File: config.mk
export PLATFORM = sky130hd
export DESIGN_NAME = text_console_writer
export DESIGN_NICKNAME = d
export VERILOG_FILES = /design/src/rtl/text_console_writer_pkg.sv /design/src/rtl/text_cursor.sv /design/src/rtl/text_console_writer.sv
export SDC_FILE = /design/constraint.sdc
export NUM_CORES = 1
export LEC_CHECK = 0
export ABC_AREA = 1
export CORE_MARGIN = 10
export CORE_UTILIZATION = 50
export CTS_CLUSTER_SIZE = 40
export DETAILED_ROUTE_END_ITERATION = 8
export GPL_TIMING_DRIVEN = 1
export HOLD_SLACK_MARGIN = 0.08
export PLACE_DENSITY = 0.74
export SYNTH_ARGS = -nofsm -noshare
export SYNTH_HDL_FRONTEND = slang
export SYNTH_SLANG_ARGS = --single-unit
File: constraint.sdc
create_clock -name clk -period 1.8 [get_ports clk]
set_input_delay 0.18 -clock clk [delete_from_list [all_inputs] [get_ports clk]]
set_output_delay 0.18 -clock clk [all_outputs]
set_load 0.05 [all_outputs]
File: src/rtl/text_console_writer_pkg.sv
// rtl/text_console_writer_pkg.sv - shared text display geometry, character codes and writer states
package text_console_writer_pkg;

  localparam int COLS   = 100;
  localparam int ROWS   = 75;
  localparam int ADDR_W = 13;

  localparam logic [7:0] CHAR_SPACE = 8'h20;
  localparam logic [7:0] CHAR_LF    = 8'h0A;
  localparam logic [7:0] CHAR_CR    = 8'h0D;
  localparam logic [7:0] CHAR_BS    = 8'h08;
  localparam logic [7:0] CHAR_FF    = 8'h0C;

  typedef enum logic [1:0] {
    ST_IDLE       = 2'd0,
    ST_CLR_LINE   = 2'd1,
    ST_CLR_SCREEN = 2'd2
  } state_t;

  function automatic logic is_printable(input logic [7:0] c);
    return (c >= 8'h20) && (c <= 8'h7E);
  endfunction

endpackage

File: src/rtl/text_cursor.sv
// rtl/text_cursor.sv - cursor column/row and row base address (row*COLS) without a multiplier
module text_cursor #(
  parameter int COLS   = 100,
  parameter int ROWS   = 75,
  parameter int ADDR_W = 13
) (
  input  logic              clk,
  input  logic              rst_n,
  input  logic              i_advance,
  input  logic              i_newline,
  input  logic              i_carriage_return,
  input  logic              i_back,
  input  logic              i_home,
  output logic [6:0]        o_col,
  output logic [6:0]        o_row,
  output logic [ADDR_W-1:0] o_row_base
);

  localparam logic [6:0]        LP_COL_LAST = 7'(COLS - 1);
  localparam logic [6:0]        LP_ROW_LAST = 7'(ROWS - 1);
  localparam logic [ADDR_W-1:0] LP_STRIDE   = ADDR_W'(COLS);

  logic [6:0]        r_col;
  logic [6:0]        r_row;
  logic [ADDR_W-1:0] r_row_base;
  logic              w_row_adv;

  // A printable in the last column behaves like a newline after its write.
  assign w_row_adv = i_newline || (i_advance && (r_col == LP_COL_LAST));

  always_ff @(posedge clk or negedge rst_n) begin
    if (!rst_n) begin
      r_col      <= '0;
      r_row      <= '0;
      r_row_base <= '0;
    end else if (i_home) begin
      r_col      <= '0;
      r_row      <= '0;
      r_row_base <= '0;
    end else if (w_row_adv) begin
      r_col <= '0;
      if (r_row == LP_ROW_LAST) begin
        r_row      <= '0;
        r_row_base <= '0;
      end else begin
        r_row      <= r_row + 7'd1;
        r_row_base <= r_row_base + LP_STRIDE;
      end
    end else if (i_advance) begin
      r_col <= r_col + 7'd1;
    end else if (i_carriage_return) begin
      r_col <= '0;
    end else if (i_back && (r_col != 7'd0)) begin
      r_col <= r_col - 7'd1;
    end
  end

  assign o_col      = r_col;
  assign o_row      = r_row;
  assign o_row_base = r_row_base;

endmodule

File: src/rtl/text_console_writer.sv
// rtl/text_console_writer.sv - ASCII byte stream to text buffer write port with cursor and hardware clears
module text_console_writer #(
  parameter int COLS           = text_console_writer_pkg::COLS,
  parameter int ROWS           = text_console_writer_pkg::ROWS,
  parameter int ADDR_W         = text_console_writer_pkg::ADDR_W,
  parameter bit CLEAR_ON_RESET = 1'b1
) (
  input  logic              clk,
  input  logic              rst_n,
  input  logic              in_valid,
  output logic              in_ready,
  input  logic [7:0]        in_char,
  output logic              wr_en,
  output logic [ADDR_W-1:0] wr_addr,
  output logic [7:0]        wr_data,
  output logic [6:0]        cursor_col,
  output logic [6:0]        cursor_row,
  output logic              busy
);

  import text_console_writer_pkg::*;

  localparam logic [6:0]        LP_COL_LAST    = 7'(COLS - 1);
  localparam logic [ADDR_W-1:0] LP_LINE_LAST   = ADDR_W'(COLS - 1);
  localparam logic [ADDR_W-1:0] LP_SCREEN_LAST = ADDR_W'(COLS * ROWS - 1);

  state_t            r_state, w_state_nxt;
  logic [ADDR_W-1:0] r_cnt, w_cnt_nxt;
  logic              r_started;
  logic              r_in_ready, w_in_ready_nxt;
  logic              r_wr_en, w_wr_en_nxt;
  logic [ADDR_W-1:0] r_wr_addr, w_wr_addr_nxt;
  logic [7:0]        r_wr_data, w_wr_data_nxt;

  logic              w_accept;
  logic              w_advance, w_newline, w_cr, w_back, w_home;
  logic [6:0]        w_col, w_row;
  logic [ADDR_W-1:0] w_row_base, w_cur_addr;

  assign w_accept   = in_valid && r_in_ready;
  assign w_cur_addr = w_row_base + ADDR_W'(w_col);

  text_cursor #(
    .COLS   (COLS),
    .ROWS   (ROWS),
    .ADDR_W (ADDR_W)
  ) u_cursor (
    .clk               (clk),
    .rst_n             (rst_n),
    .i_advance         (w_advance),
    .i_newline         (w_newline),
    .i_carriage_return (w_cr),
    .i_back            (w_back),
    .i_home            (w_home),
    .o_col             (w_col),
    .o_row             (w_row),
    .o_row_base        (w_row_base)
  );

  always_comb begin
    w_state_nxt    = r_state;
    w_cnt_nxt      = r_cnt;
    w_in_ready_nxt = r_in_ready;
    w_wr_en_nxt    = 1'b0;
    w_wr_addr_nxt  = r_wr_addr;
    w_wr_data_nxt  = r_wr_data;
    w_advance      = 1'b0;
    w_newline      = 1'b0;
    w_cr           = 1'b0;
    w_back         = 1'b0;
    w_home         = 1'b0;

    case (r_state)
      ST_IDLE: begin
        if (!r_started) begin
          // First clock after reset release: either open for input or launch the screen clear.
          if (CLEAR_ON_RESET) begin
            w_state_nxt   = ST_CLR_SCREEN;
            w_wr_en_nxt   = 1'b1;
            w_wr_addr_nxt = '0;
            w_wr_data_nxt = CHAR_SPACE;
            w_cnt_nxt     = ADDR_W'(1);
          end else begin
            w_in_ready_nxt = 1'b1;
          end
        end else if (w_accept) begin
          if (is_printable(in_char)) begin
            w_wr_en_nxt   = 1'b1;
            w_wr_addr_nxt = w_cur_addr;
            w_wr_data_nxt = in_char;
            w_advance     = 1'b1;
            if (w_col == LP_COL_LAST) begin
              w_state_nxt    = ST_CLR_LINE;
              w_cnt_nxt      = '0;
              w_in_ready_nxt = 1'b0;
            end
          end else begin
            case (in_char)
              CHAR_LF: begin
                w_newline      = 1'b1;
                w_state_nxt    = ST_CLR_LINE;
                w_cnt_nxt      = '0;
                w_in_ready_nxt = 1'b0;
              end
              CHAR_CR: w_cr = 1'b1;
              CHAR_BS: begin
                if (w_col != 7'd0) begin
                  w_back        = 1'b1;
                  w_wr_en_nxt   = 1'b1;
                  w_wr_addr_nxt = w_cur_addr - ADDR_W'(1);
                  w_wr_data_nxt = CHAR_SPACE;
                end
              end
              CHAR_FF: begin
                // The first fill write issues alongside the FF acceptance.
                w_home         = 1'b1;
                w_state_nxt    = ST_CLR_SCREEN;
                w_wr_en_nxt    = 1'b1;
                w_wr_addr_nxt  = '0;
                w_wr_data_nxt  = CHAR_SPACE;
                w_cnt_nxt      = ADDR_W'(1);
                w_in_ready_nxt = 1'b0;
              end
              default: ;
            endcase
          end
        end
      end

      ST_CLR_LINE: begin
        w_wr_en_nxt   = 1'b1;
        w_wr_addr_nxt = w_row_base + r_cnt;
        w_wr_data_nxt = CHAR_SPACE;
        if (r_cnt == LP_LINE_LAST) begin
          w_state_nxt    = ST_IDLE;
          w_in_ready_nxt = 1'b1;
        end else begin
          w_cnt_nxt = r_cnt + ADDR_W'(1);
        end
      end

      ST_CLR_SCREEN: begin
        w_wr_en_nxt   = 1'b1;
        w_wr_addr_nxt = r_cnt;
        w_wr_data_nxt = CHAR_SPACE;
        if (r_cnt == LP_SCREEN_LAST) begin
          w_state_nxt    = ST_IDLE;
          w_in_ready_nxt = 1'b1;
        end else begin
          w_cnt_nxt = r_cnt + ADDR_W'(1);
        end
      end

      default: w_state_nxt = ST_IDLE;
    endcase
  end

  always_ff @(posedge clk or negedge rst_n) begin
    if (!rst_n) begin
      r_state    <= ST_IDLE;
      r_cnt      <= '0;
      r_started  <= 1'b0;
      r_in_ready <= 1'b0;
      r_wr_en    <= 1'b0;
      r_wr_addr  <= '0;
      r_wr_data  <= '0;
    end else begin
      r_state    <= w_state_nxt;
      r_cnt      <= w_cnt_nxt;
      r_started  <= 1'b1;
      r_in_ready <= w_in_ready_nxt;
      r_wr_en    <= w_wr_en_nxt;
      r_wr_addr  <= w_wr_addr_nxt;
      r_wr_data  <= w_wr_data_nxt;
    end
  end

  assign in_ready   = r_in_ready;
  assign busy       = !r_in_ready;
  assign wr_en      = r_wr_en;
  assign wr_addr    = r_wr_addr;
  assign wr_data    = r_wr_data;
  assign cursor_col = w_col;
  assign cursor_row = w_row;

endmodule

==> impl_metrics.env, run 1 <==
export IMPL_drive_gt1_share_pct=45.3
export IMPL_cp_startpoint="u_cursor.o_col[5]"
export IMPL_synth_edf_count=0
export IMPL_start_kind="flop"
export IMPL_cts_sinks=64
export IMPL_total_power_mw=14.5
export IMPL_post_drt_via_cell_ratio=6.05
export IMPL_synth_top_family_by_area="simple AND/OR/NAND/NOR gates"
export IMPL_rows=36
export IMPL_violations="negative setup slack"
export IMPL_synthMuxAreaShare_pct=0.197
export IMPL_syn_cell_area_sq_um=5080
export IMPL_fmax_mhz=455
export IMPL_synth_xor_area_share_pct=4.66
export IMPL_dieWidth_um=121
export IMPL_drt_iter0_markers=918
export IMPL_io_buffers=48
export IMPL_post_drt_wl_per_cell_um=20.9
export IMPL_drc_errors=0
export IMPL_worst_setup_path_end_kind="flop"
export IMPL_hold_viol=0
export IMPL_min_period_over_period_pct=122
export IMPL_dp_hpwl_um=13500
export IMPL_synth_nets=788
export IMPL_syn_inst=750
export IMPL_synth_top_flop_cell="dfrtp_1"
export IMPL_crit_required_ns=2.06
export IMPL_setup_slack_ns=-0.397
export IMPL_ys_warn_count=0
export IMPL_syn_avg_cell_area_sq_um=6.77
export IMPL_grt_pass1_wl_um=31200
export IMPL_clockBufferDepth=2
export IMPL_grt_pass1_vias=6265
export IMPL_period_minus_slack_ns=2.20
export IMPL_ioPinCount=49
export IMPL_grt_antenna_before_repair=0
export IMPL_n_antenna_cell=0
export IMPL_ant_nets=0
export IMPL_track_usage_pct=26.3
export IMPL_cts_tree="built"
export IMPL_synthSimpleGateAreaFrac_pct=36.1
export IMPL_initial_core_util_pct=51.7
export IMPL_dr_pass1_iters=5
export IMPL_p_leak_nw=4.30
export IMPL_final_cell_mix="173 x buf_4, 145 x nand2_1, 70 x inv_1"
export IMPL_regArea_sq_um=1620
export IMPL_max_cap_viol_count=0
export IMPL_slew_viol_final=0
export IMPL_dieArea_sq_um=14600
export IMPL_crit_path_max_fanout=11
export IMPL_critPathCapture="wr_addr[5]"
export IMPL_worst_pin_slew_ns=0.584
export IMPL_p_per_area_nw_per_um2=1680
export IMPL_worstReg2RegEnd="wr_addr[5]"
export IMPL_worstRegToRegCells=13
export IMPL_synth_compound_area_share_pct=12.3
export IMPL_clock_skew_ns=0.0200
export IMPL_numCtsBuffers=9
export IMPL_max_vdd_ir_drop_v=0.00130
export IMPL_core_area_sq_um=9820
export IMPL_final_nets=1029
export IMPL_fillers=502
export IMPL_hold_class="in -> async"
export IMPL_gr_total_overflow=0
export IMPL_grt_setup_unrepaired="yes"
export IMPL_grt_max_degree=36
export IMPL_async_flop_share_pct=100
export IMPL_path_class="reg -> reg"
export IMPL_reg2reg_slack_ns=-0.40
export IMPL_clock_latency_ns=0.37
export IMPL_synth_seq_cells=64
export IMPL_layout_commonest_cell="buf_4"
export IMPL_ys_seq_area_share_pct=31.5
export IMPL_fp_dieH_um=121
export IMPL_slew_headroom_pct=60.8
export IMPL_outcome="finished with violations"
export IMPL_finalSetupViolations=63
export IMPL_root_buffer="clkbuf_8"
export IMPL_ys_types=49
export IMPL_worstPathArrival_ns=2.45
export IMPL_dr_total_vias=6836
export IMPL_syn2layout_area_growth_pct=69.7
export IMPL_cts_max_level=3
export IMPL_r2r_start="u_cursor.o_col[5]"
export IMPL_multi_input_area_sq_um=4030
export IMPL_synthAdderAreaFrac_pct=6.65
export IMPL_finalWeightedCongestion=1.01
export IMPL_wirelength_um=23600
export IMPL_clk_pin_slew_worst_paths_ns=0.10
export IMPL_preCtsSetupSlack_ns=-0.354
[synth_stat cells, drive strengths merged (2+ instances only)]
| library cell | count | area, sq um |
|---|---|---|
| a21oi | 29 | 149 |
| clkinv | 2 | 7.51 |
| a21o | 2 | 15.0 |
| xor2 | 25 | 219 |
| dfrtp | 64 | 1600 |
| a22oi | 2 | 15.0 |
| nor3b | 4 | 40.0 |
| a31oi | 2 | 12.5 |
| o31ai | 5 | 37.5 |
| buf | 8 | 52.6 |
| o21ai | 45 | 229 |
| nor2 | 87 | 377 |
| nand2 | 221 | 847 |
| nand4 | 9 | 56.3 |
| nor3 | 30 | 166 |
| inv | 95 | 357 |
| clkbuf | 4 | 15.0 |
| xnor2 | 2 | 17.5 |
| o22ai | 11 | 81.3 |
| ha | 27 | 338 |
| nand3 | 58 | 305 |
| nor4 | 3 | 18.8 |
| a211oi | 2 | 15.0 |
| nand3b | 2 | 15.0 |
[worst min path at each step]
stage | from | to | slack (ns) | depth (start not counted)
after global routing | rst_n | r_cnt[6] | 0.26 | 2
final | rst_n | r_cnt[7] | 0.24 | 2
after detailed placement | rst_n | r_cnt[6] | 0.10 | 1
after global placement | rst_n | r_cnt[6] | 0.10 | 1
after CTS | rst_n | r_cnt[6] | 0.25 | 2
after floorplan | rst_n | in_ready | -0.12 | 0
[worst max-delay path: stages (launching register included)]
cell and delay [ns]:
dfrtp_2 0.47, buf_4 0.16, nor3_4 0.18, nand2_1 0.08, nor2_2 0.14, nor2_2 0.09, nor3_2 0.26, nand2_1 0.15
nand2_4 0.10, buf_12 0.14, buf_12 0.11, inv_8 0.05, nor2_2 0.10, a21oi_2 0.06
[registers in the layout (all words and copies together), names as in the netlist]
register,count
u_cursor.o_row,7
u_cursor.o_row_base,11
in_ready,1
wr_data,8
r_state,2
r_started,1
wr_addr,13
r_cnt,13
u_cursor.o_col,7
wr_en,1
[through the flow]
step                      setup TNS [ns]  hold WS [ns]  instances  area (sq um)  util [%]
final                             -17.93         0.244       1129          8620      87.8
after global routing              -21.33         0.264       1129          8620      87.8
after CTS                          -7.10         0.245       1104          7760      79.1
after detailed placement          -15.72         0.103       1057          6830      69.6
after global placement            -11.96         0.103       1057          6830      69.6
after floorplan                    -1.90        -0.116        750          5210         -
[metal layers]
metal / GRT usage [%] / share of wire, % / up-vias
li1: - / - / 2938
met3: 4.37 / 9.8 / 144
met4: 11.2 / 6.1 / 0
met1: 31.8 / 36 / 3229
met5: 0 / 0 / -
met2: 45.3 / 48 / 525
[power by group]
| part | switching [mW] | internal [mW] | leakage, nW |
|---|---|---|---|
| sequential | 0.544 | 1.89 | 0.782 |
| combinational | 6.40 | 4.40 | 3.43 |
| clock | 0.692 | 0.543 | 0.0926 |
[kinds of logic after synthesis]
family,after synthesis
muxes,1
xor gates and xnor gates,27
buffers and inverters,109
and+or+nand+nor,415
other,1
DFF,64
adders and majority gates,27
AOI/OAI and AO/OA,106
[area by class of cell]
type	instances	share of cell area [%]
repair inverters	1	0.189
clock buffers	10	1.60
flip-flops and latches	64	18.8
inverters	97	4.81
well taps	133	1.93
multi-input cells	577	46.7
clock inverters	6	0.508
repair buffers	241	25.4
[timing repair]
item / 4_1_cts / 5_1_grt
endpoints found under the hold margin: 64 / 0
gates cloned: 4 / 2
hold buffers: 1 / 0
endpoints found under the setup margin: 62 / 68
setup buffers: 28 / 28
resized for setup: 119 / 180
pin swaps: 48 / 54
Note: power is estimated with default switching activity, not from simulation.
==> inputs of run 2 (changes only) <==
--- a/config.mk
+++ b/config.mk
@@ -13,6 +13,7 @@
 export GPL_TIMING_DRIVEN = 1
 export HOLD_SLACK_MARGIN = 0.08
 export PLACE_DENSITY = 0.74
+export SKIP_LAST_GASP = 1
 export SYNTH_ARGS = -nofsm -noshare
 export SYNTH_HDL_FRONTEND = slang
 export SYNTH_SLANG_ARGS = --single-unit
==> run 2 against run 1 <==
Against the previous run:
- the flow still finishes with violations (negative setup slack)
- register-to-register slack barely moved
- design area down 3.3%
- power is 3.4% lower
- non-clock buffer count is 7 lower
- sequential cell count unchanged
- worst hold slack got worse by 0.010 ns
- core utilization down 2.9 points
- critical path depth unchanged
- sequential power about the same
- maximum frequency barely moved
- via count shrank 3.1%
- critical endpoint is now wr_addr[12]
- largest power group unchanged
- highest routed layer unchanged
==> impl_metrics.env, run 2 (synthesis gave the netlist of run 1 again) <==
export IMPL_outcome="finished with violations"
export IMPL_violations="negative setup slack"
export IMPL_finalWeightedCongestion=1.01
export IMPL_hold_class="in -> async"
export IMPL_crit_slowest_cell="dfrtp_4"
export IMPL_cp_cell_sequence="buf_6 -> nor3_4 -> nand2_1 -> nor2_2 -> nor2_2 -> nor3_2 -> nand2_1 -> nand2_4 -> buf_12 -> buf_12 -> inv_12 -> nor2_1 -> a21oi_1"
export IMPL_wirelength_met1_um=8380
export IMPL_dp_hpwl_um=13500
export IMPL_crit_path_max_fanout=11
export IMPL_slew_headroom_pct=61.0
export IMPL_numCtsBuffers=9
export IMPL_cts_sinks=64
export IMPL_clk_pin_slew_worst_paths_ns=0.09
export IMPL_clock_skew_ns=0.0129
export IMPL_worst_setup_path_end_kind="flop"
export IMPL_max_stage_delay_ns=0.52
export IMPL_hold_viol=0
export IMPL_grt_setup_unrepaired="yes"
export IMPL_cts_max_level=3
export IMPL_clock_latency_ns=0.38
export IMPL_drc_errors=0
export IMPL_grt_antenna_before_repair=0
export IMPL_dieArea_sq_um=14600
export IMPL_finalSetupViolations=66
export IMPL_gr_total_overflow=0
export IMPL_track_usage_pct=26.2
export IMPL_post_drt_via_cell_ratio=5.90
export IMPL_ant_nets=0
export IMPL_drt_iter0_markers=774
export IMPL_setup_slack_ns=-0.397
export IMPL_clockBufferDepth=2
export IMPL_start_kind="flop"
export IMPL_slew_viol_final=0
export IMPL_core_area_sq_um=9820
export IMPL_final_nets=1022
export IMPL_final_cell_mix="171 x nand2_1, 170 x buf_4, 72 x inv_1"
export IMPL_ioPinCount=49
export IMPL_io_buffers=48
export IMPL_fmax_mhz=455
export IMPL_dr_total_vias=6621
export IMPL_fin_area_sq_um=8340
export IMPL_placed_cell_area_sq_um=6830
export IMPL_crit_family="simple AND/OR/NAND/NOR gates"
export IMPL_p_per_area_nw_per_um2=1680
export IMPL_p_leak_nw=4.07
export IMPL_dr_pass1_iters=6
export IMPL_n_antenna_cell=0
export IMPL_grt_pass1_vias=6244
export IMPL_met2_wirelength_um=10700
export IMPL_drive_gt1_share_pct=40.7
export IMPL_grt_max_degree=36
export IMPL_max_cap_viol_count=0
export IMPL_layout_commonest_cell="nand2_1"
export IMPL_worst_pin_slew_ns=0.580
export IMPL_path_buf_inv=4
export IMPL_dieWidth_um=121
export IMPL_post_drt_wl_per_cell_um=19.7
export IMPL_path_class="reg -> reg"
export IMPL_top_layer="met4"
export IMPL_syn2layout_area_growth_pct=64.1
export IMPL_rows=36
export IMPL_fp_dieH_um=121
export IMPL_period_minus_slack_ns=2.20
export IMPL_crit_required_ns=2.07
export IMPL_min_period_over_period_pct=122
export IMPL_grt_pass1_wl_um=31000
export IMPL_finalNonFillerCells=1122
export IMPL_wirelength_um=22100
export IMPL_root_buffer="clkbuf_8"
export IMPL_cts_tree="built"
export IMPL_dp_cells=1057
export IMPL_tns_ns=-16.96
export IMPL_worstPathArrival_ns=2.47
export IMPL_wl_met3_um=1850
export IMPL_initial_core_util_pct=51.7
export IMPL_max_vdd_ir_drop_v=0.00164
-- run 2: cell types whose count changed in the layout (fill, tap and decap cells not counted), moves of 3 or more --
cell / delta
o21ai_2: -6
nand3_1: +3
o21ai_1: +5
nand2_2: -19
buf_4: -3
nor2_1: +3
nand2_4: -6
buf_6: -4
clkdlybuf4s50_1: +6
dlymetal6s2s_1: -6
nor2_2: -4
nand2_1: +26
-- run 2: worst reg2reg max path: cells and delay by family, from the launching register on --
family / cells / cell delay (ns)
flip-flops: 1 / 0.52
AO/OA/AOI/OAI: 1 / 0.04
buffers and inverters: 4 / 0.45
AND/OR/NAND/NOR: 8 / 1.09
-- run 2: layout make-up --
class,instances,area [sq um]
inverters,97,407
flip-flops and latches,64,1620
repair inverters,1,11.3
fillers,559,1480
well taps,133,166
clock inverters,6,43.8
multi-input cells,577,3850
clock buffers,10,138
repair buffers,234,2100
-- run 2: power breakdown --
part,internal (mW),switching (mW)
Sequential,1.89,0.551
Clock,0.542,0.684
Combinational,4.24,6.08
-- run 2: final timing paths --
path / startpoint / to / slack, ns / cells past startpoint
max in group asynchronous: rst_n / in_ready / 1.04 / 3
hold reg to reg: wr_addr[9] / wr_addr[9] / 0.49 / 2
hold / removal: rst_n / r_cnt[7] / 0.23 / 2
min in group clk: wr_addr[9] / wr_addr[9] / 0.49 / 2
setup / recovery: u_cursor.o_col[4] / wr_addr[12] / -0.40 / 13
setup reg to reg: u_cursor.o_col[4] / wr_addr[12] / -0.40 / 13
-- run 2: metrics by stage --
step / setup WS (ns) / util (%) / total power, mW / hold WS, ns
5_1_grt: -0.493 / 84.9 / 14.6 / 0.259
3_5_place_dp: -0.354 / 69.6 / 9.77 / 0.103
3_3_place_gp: -0.344 / 69.6 / 9.63 / 0.103
2_1_floorplan: -0.144 / - / 6.84 / -0.116
4_1_cts: -0.207 / 78.7 / 12.2 / 0.245
6_report: -0.397 / 84.9 / 14.0 / 0.233
-- run 2: what timing repair did --
item,in CTS,in global routing
buffers inserted,28,20
hold buffers,1,0
pin swaps,47,59
cloned,4,2
hold endpoints to repair,64,0
gates resized for setup,108,122
endpoints found under the setup margin,62,69
-- run 2: routing by layer --
metal	global-route usage (%)	vias to the layer above
li1	-	2924
met1	31.6	3170
met2	45.3	407
met3	5.03	120
met4	9.95	0
met5	0	-
==> inputs of run 3 (changes only) <==
--- a/config.mk
+++ b/config.mk
@@ -6,6 +6,7 @@
 export NUM_CORES = 1
 export LEC_CHECK = 0
 export ABC_AREA = 1
+export ABC_CLOCK_PERIOD_IN_PS = 1800
 export CORE_MARGIN = 10
 export CORE_UTILIZATION = 50
 export CTS_CLUSTER_SIZE = 40
==> results of run 3 <==
The final DEF is identical to that of run 2; final timing and power are the same.
